==> src/rtl/imm_gen_stage.sv <==
// RISC-V immediate generator behind a 2-entry skid buffer (output register + skid register).
// Optional: define IMM_ILLEGAL_EN to add the out_illegal flag and its pipeline storage.
module imm_gen_stage #(
    parameter int XLEN = 64
) (
    input  logic            clk,
    input  logic            rst_n,
    input  logic            flush,
    input  logic            in_valid,
    input  logic [31:0]     in_instr,
    output logic            in_ready,
    output logic            out_valid,
    input  logic            out_ready,
    output logic [XLEN-1:0] out_imm,
`ifdef IMM_ILLEGAL_EN
    output logic [2:0]      out_fmt,
    output logic            out_illegal
`else
    output logic [2:0]      out_fmt
`endif
);

    localparam logic [2:0] FMT_NONE = 3'd0;
    localparam logic [2:0] FMT_I    = 3'd1;
    localparam logic [2:0] FMT_S    = 3'd2;
    localparam logic [2:0] FMT_B    = 3'd3;
    localparam logic [2:0] FMT_U    = 3'd4;
    localparam logic [2:0] FMT_J    = 3'd5;

    // Opcode table, entry 0 in the least significant slot.
    localparam int NOPC = 9;
    localparam logic [NOPC*7-1:0] OPC_TAB = {
        7'b1101111, 7'b0010111, 7'b0110111, 7'b1100011, 7'b0100011,
        7'b1100111, 7'b0011011, 7'b0010011, 7'b0000011
    };
    localparam logic [NOPC*3-1:0] FMT_TAB = {
        FMT_J, FMT_U, FMT_U, FMT_B, FMT_S,
        FMT_I, FMT_I, FMT_I, FMT_I
    };

    logic [2:0]      fmt_part [NOPC];
    logic [2:0]      dec_fmt;
    logic [31:0]     dec_imm32;
    logic [XLEN-1:0] dec_imm;

    genvar gi;
    generate
        for (gi = 0; gi < NOPC; gi++) begin : g_opc
            assign fmt_part[gi] = (in_instr[6:0] == OPC_TAB[gi*7 +: 7]) ? FMT_TAB[gi*3 +: 3] : FMT_NONE;
        end
    endgenerate

    always_comb begin
        dec_fmt = FMT_NONE;
        for (int i = 0; i < NOPC; i++) begin
            dec_fmt = dec_fmt | fmt_part[i];
        end
    end

    always_comb begin
        dec_imm32 = 32'd0;
        case (dec_fmt)
            FMT_I: dec_imm32 = {{20{in_instr[31]}}, in_instr[31:20]};
            FMT_S: dec_imm32 = {{20{in_instr[31]}}, in_instr[31:25], in_instr[11:7]};
            FMT_B: dec_imm32 = {{19{in_instr[31]}}, in_instr[31], in_instr[7],
                                in_instr[30:25], in_instr[11:8], 1'b0};
            FMT_U: dec_imm32 = {in_instr[31:12], 12'd0};
            FMT_J: dec_imm32 = {{11{in_instr[31]}}, in_instr[31], in_instr[19:12],
                                in_instr[20], in_instr[30:21], 1'b0};
            default: dec_imm32 = 32'd0;
        endcase
    end

    generate
        if (XLEN == 64) begin : g_x64
            assign dec_imm = {{32{dec_imm32[31]}}, dec_imm32};
        end else begin : g_x32
            assign dec_imm = dec_imm32;
        end
    endgenerate

`ifdef IMM_ILLEGAL_EN
    logic dec_ill;
    assign dec_ill = (dec_fmt == FMT_NONE) || (in_instr[1:0] != 2'b11);
    logic out_ill_reg, out_ill_next, skid_ill_reg, skid_ill_next;
`endif

    logic            in_ready_reg, in_ready_next;
    logic            out_valid_reg, out_valid_next;
    logic [XLEN-1:0] out_imm_reg, out_imm_next;
    logic [2:0]      out_fmt_reg, out_fmt_next;
    logic            skid_valid_reg, skid_valid_next;
    logic [XLEN-1:0] skid_imm_reg, skid_imm_next;
    logic [2:0]      skid_fmt_reg, skid_fmt_next;
    logic            in_fire;

    assign in_fire = in_valid && in_ready_reg;

    always_comb begin
        out_valid_next  = out_valid_reg;
        out_imm_next    = out_imm_reg;
        out_fmt_next    = out_fmt_reg;
        skid_valid_next = skid_valid_reg;
        skid_imm_next   = skid_imm_reg;
        skid_fmt_next   = skid_fmt_reg;
`ifdef IMM_ILLEGAL_EN
        out_ill_next    = out_ill_reg;
        skid_ill_next   = skid_ill_reg;
`endif
        if (flush) begin
            out_valid_next  = 1'b0;
            skid_valid_next = 1'b0;
        end else if (!out_valid_reg || out_ready) begin
            // Output slot frees this edge: the older skid entry wins over new input.
            if (skid_valid_reg) begin
                out_valid_next  = 1'b1;
                out_imm_next    = skid_imm_reg;
                out_fmt_next    = skid_fmt_reg;
                skid_valid_next = 1'b0;
`ifdef IMM_ILLEGAL_EN
                out_ill_next    = skid_ill_reg;
`endif
            end else if (in_fire) begin
                out_valid_next = 1'b1;
                out_imm_next   = dec_imm;
                out_fmt_next   = dec_fmt;
`ifdef IMM_ILLEGAL_EN
                out_ill_next   = dec_ill;
`endif
            end else begin
                out_valid_next = 1'b0;
            end
        end else if (in_fire) begin
            skid_valid_next = 1'b1;
            skid_imm_next   = dec_imm;
            skid_fmt_next   = dec_fmt;
`ifdef IMM_ILLEGAL_EN
            skid_ill_next   = dec_ill;
`endif
        end
        in_ready_next = !skid_valid_next;
    end

    always_ff @(posedge clk or negedge rst_n) begin
        if (!rst_n) begin
            in_ready_reg   <= 1'b1;
            out_valid_reg  <= 1'b0;
            out_imm_reg    <= '0;
            out_fmt_reg    <= FMT_NONE;
            skid_valid_reg <= 1'b0;
            skid_imm_reg   <= '0;
            skid_fmt_reg   <= FMT_NONE;
`ifdef IMM_ILLEGAL_EN
            out_ill_reg    <= 1'b0;
            skid_ill_reg   <= 1'b0;
`endif
        end else begin
            in_ready_reg   <= in_ready_next;
            out_valid_reg  <= out_valid_next;
            out_imm_reg    <= out_imm_next;
            out_fmt_reg    <= out_fmt_next;
            skid_valid_reg <= skid_valid_next;
            skid_imm_reg   <= skid_imm_next;
            skid_fmt_reg   <= skid_fmt_next;
`ifdef IMM_ILLEGAL_EN
            out_ill_reg    <= out_ill_next;
            skid_ill_reg   <= skid_ill_next;
`endif
        end
    end

    assign in_ready  = in_ready_reg;
    assign out_valid = out_valid_reg;
    assign out_imm   = out_imm_reg;
    assign out_fmt   = out_fmt_reg;
`ifdef IMM_ILLEGAL_EN
    assign out_illegal = out_ill_reg;
`endif

endmodule

==> config.mk <==
export PLATFORM = sky130hd
export DESIGN_NAME = imm_gen_stage
export DESIGN_NICKNAME = d
export VERILOG_FILES = /design/src/rtl/imm_gen_stage.sv
export SDC_FILE = /design/constraint.sdc
export NUM_CORES = 1
export LEC_CHECK = 0
export ABC_AREA = 1
export BUFFER_PORTS_ARGS = -buffer_cell sky130_fd_sc_hd__buf_2
export CAP_MARGIN = 20
export CORE_MARGIN = 8
export CORE_UTILIZATION = 53
export DETAILED_ROUTE_END_ITERATION = 10
export GPL_ROUTABILITY_DRIVEN = 0
export MAX_ROUTING_LAYER = met4
export PLACE_DENSITY = 0.8
export SLEW_MARGIN = 10
export SYNTH_ARGS = -nofsm -noshare
export SYNTH_HDL_FRONTEND = slang
export SYNTH_SLANG_ARGS = --single-unit
==> constraint.sdc <==
create_clock -name clk -period 1.7 [get_ports clk]
set_input_delay 0.34 -clock clk [delete_from_list [all_inputs] [get_ports clk]]
set_output_delay 0.34 -clock clk [all_outputs]
set_load 0.01 [all_outputs]
==> flow_summary.ini <==
[outcome]
outcome = completed

[route]
dr.pass1.iters = 6
drt-initial-drc-count = 205
vias = 3695
drc_errors = 0
route.detailed.wl_per_inst_um = 14.8
viasPerCell = 5.26
routed_wl_mm = 10.4
postRouteAntennaNets = 0

[critical_path]
crit_end = skid_imm_reg[8]$_DFFE_PN0P_
cp.arrival_ps = 1790
worstPathCellList = inv_1, nor3_4, inv_1, nand2_1, o21ai_1
critPathSlowestCell = dfstp_2
timing.rr.start = in_ready$_DFF_PN1_
startpoint = in_ready$_DFF_PN1_
cp_max_fo = 22
cp_top_family = flip-flops
r2r_cells = 5
r2r-end = skid_imm_reg[8]$_DFFE_PN0P_
worst_setup_path_start_kind = flop
r2r_setup_slack_ps = 110
cp.depth = 5
slowest_delay_ps = 540
crit_required_ps = 1900
crit_type = flop to flop
crit_path_frequent_cell = inv_1
worstSetupEndpointType = flop
critPathBufInv = 2

[timing]
max-slew-margin-rel_pct = 48.0
rsz0062_at_grt = no
setup_viol = 0
slew_violations = 0
period_share_pct = 93.6
hold_viol_final = 0
period_needed_ps = 1590
max_freq_mhz = 628
skew_ps = 7.93
holdWs_ps = 274
tightest_slew_ps = 777

[cts]
cts_tree = yes
path_clk_slew_ps = 80
h-tree-depth = 3
cts_sinks = 73
cts_buffer_depth = 2
clk_latency_ps = 350
cts_made_buffers = 9
clockRootBuffer = clkbuf_8
cts_resized = 0

[final_layout]
num-nets-final = 637
layoutNonFillerInstCount = 703
design_area_mm2 = 0.00469
register_area_mm2 = 0.00183
multiInputGateArea_mm2 = 0.00174
drive_above_1_share_pct = 29.0
area_growth_pct = 16.7
nFillCells = 661
diodes = 0

[place]
dp_hpwl_mm = 7.51
port_buffers = 105
dp.cells = 687
dpl_cell_area_mm2 = 0.00444

[synth]
synth-seq-area-share_pct = 45.5
ys_types = 28
yosys_warnings = 0
syn-num-nets = 563
postSynthCellCount = 526
syn_area_mm2 = 0.00402
syn_avg_cell_area_um2 = 7.64
synth_seq_cells = 73

[floorplanning]
dieArea_mm2 = 0.0106
num_rows = 31
initial_core_util_pct = 55.1
io-pin-count = 106
fp.coreArea_mm2 = 0.00729
dieWidth_um = 103
die_height_um = 103

[global_routing]
grt_use_total_pct = 21.0
antenna_found_initial = 0
overflow = 0
grt_first_pass_wirelength_mm = 17.1
grt_pass1_vias = 3663
grt_max_degree = 36

[min_path]
hp-class = input pin to flop
min_path_cells = 3

[run]
maxCapViolCount = 0

[pwr]
peakVddDrop_mv = 0.512
fin_total_pwr_uw = 4480
powerDensity_mw_per_mm2 = 956
p_leak_uw = 0.00288
## cell families after synthesis
group	count (synthesis)	synth area share, %
and+or+nand+nor	319	34.9
buffers and inverters	79	11.5
DFF	73	45.5
AOI/OAI and AO/OA	55	8.13
## cells in the mapped netlist
cell / count / share of area [%]
nand2_1: 169 / 16
dfrtp_1: 72 / 45
nor2_1: 69 / 6.4
nand3_1: 46 / 5.7
buf_4: 35 / 6.5
a31oi_1: 19 / 3.0
inv_1: 14 / 1.3
clkbuf_1: 12 / 1.1
o21ai_1: 11 / 1.4
nand3_2: 9 / 2.2
o21ai_0: 9 / 1.1
buf_2: 8 / 1.0
o21bai_1: 8 / 1.5
or2_2: 8 / 1.2
nand2_2: 7 / 1.1
a21oi_1: 5 / 0.62
inv_2: 5 / 0.47
a21boi_1: 3 / 0.56
buf_6: 3 / 0.84
nor2_4: 3 / 0.84
buf_1: 2 / 0.19
nor2_2: 2 / 0.31
nor3_1: 2 / 0.25
dfstp_2: 1 / 0.65
nand2_4: 1 / 0.28
nand4_2: 1 / 0.31
nor3_2: 1 / 0.25
or2_0: 1 / 0.16
## worst register-to-register path: cells and delay by family, from the launching register on
| kind | cells | cell delay, ps |
|---|---|---|
| DFF | 1 | 540 |
| buffers and inverters | 2 | 430 |
| and+or+nand+nor | 2 | 380 |
| AOI/OAI and AO/OA | 1 | 100 |
## final cells by class
class | count | share of cell area [%]
Tap cell | 99 | 2.64
Inverter | 19 | 1.52
Clock buffer | 10 | 2.93
Multi-Input combinational cell | 374 | 37.0
Timing Repair Buffer | 123 | 14.7
Clock inverter | 5 | 2.21
Sequential cell | 73 | 39.0
## placed cells by master (no fill, tap or decap), drive strengths merged
cell	instances
nand2	177
buf	122
nor2	74
dfrtp	72
nand3	55
o21ai	20
a31oi	19
inv	19
clkbuf	10
or2	9
o21bai	8
a21oi	5
a21boi	3
bufinv	3
nor3	3
clkinv	2
nand4	1
dlygate4sd3	1
dfstp	1
## power by group
| group | switching, uW | internal, uW | leakage (uW) |
|---|---|---|---|
| Combinational | 432 | 304 | 0.00180 |
| Sequential | 115 | 1960 | 0.000962 |
| Clock | 667 | 1010 | 0.000122 |
## per-layer routing
metal / vias to the layer above / part of all wire [%] / global-route usage [%]
li1: 1792 / - / -
met1: 1730 / 42 / 25.5
met2: 155 / 47 / 32.9
met3: 18 / 8.8 / 5.00
met4: 0 / 1.4 / 9.01
met5: - / 0 / -
## per-stage QoR
step / utilization (%) / setup WS, ps / setup TNS, ps
5_1_grt: 64.3 / 11.4 / 0
2_1_floorplan: - / 267 / 0
6_report: 64.3 / 109 / 0
3_5_place_dp: 60.9 / -111 / -1570
4_1_cts: 64.3 / 101 / 0
3_3_place_gp: 60.9 / -33.5 / -409
## what timing repair did
action	4_1_cts	5_1_grt
setup endpoints to repair	0	0
hold endpoints to repair	17	0
buffers inserted	0	0
hold buffers	1	0
## worst min-delay path by stage
stage,endpoint,start,slack [ps]
after detailed placement,out_imm[10]$_DFFE_PN0P_,rst_n,340
after global placement,skid_imm_reg[7]$_DFFE_PN0P_,rst_n,330
after floorplan,out_fmt[0]$_DFFE_PN0P_,rst_n,40
after global routing,skid_imm_reg[5]$_DFFE_PN0P_,in_instr[25],280
final,skid_imm_reg[5]$_DFFE_PN0P_,in_instr[25],270
after CTS,skid_imm_reg[5]$_DFFE_PN0P_,in_instr[25],260
Power figures use the tool's default switching activity.
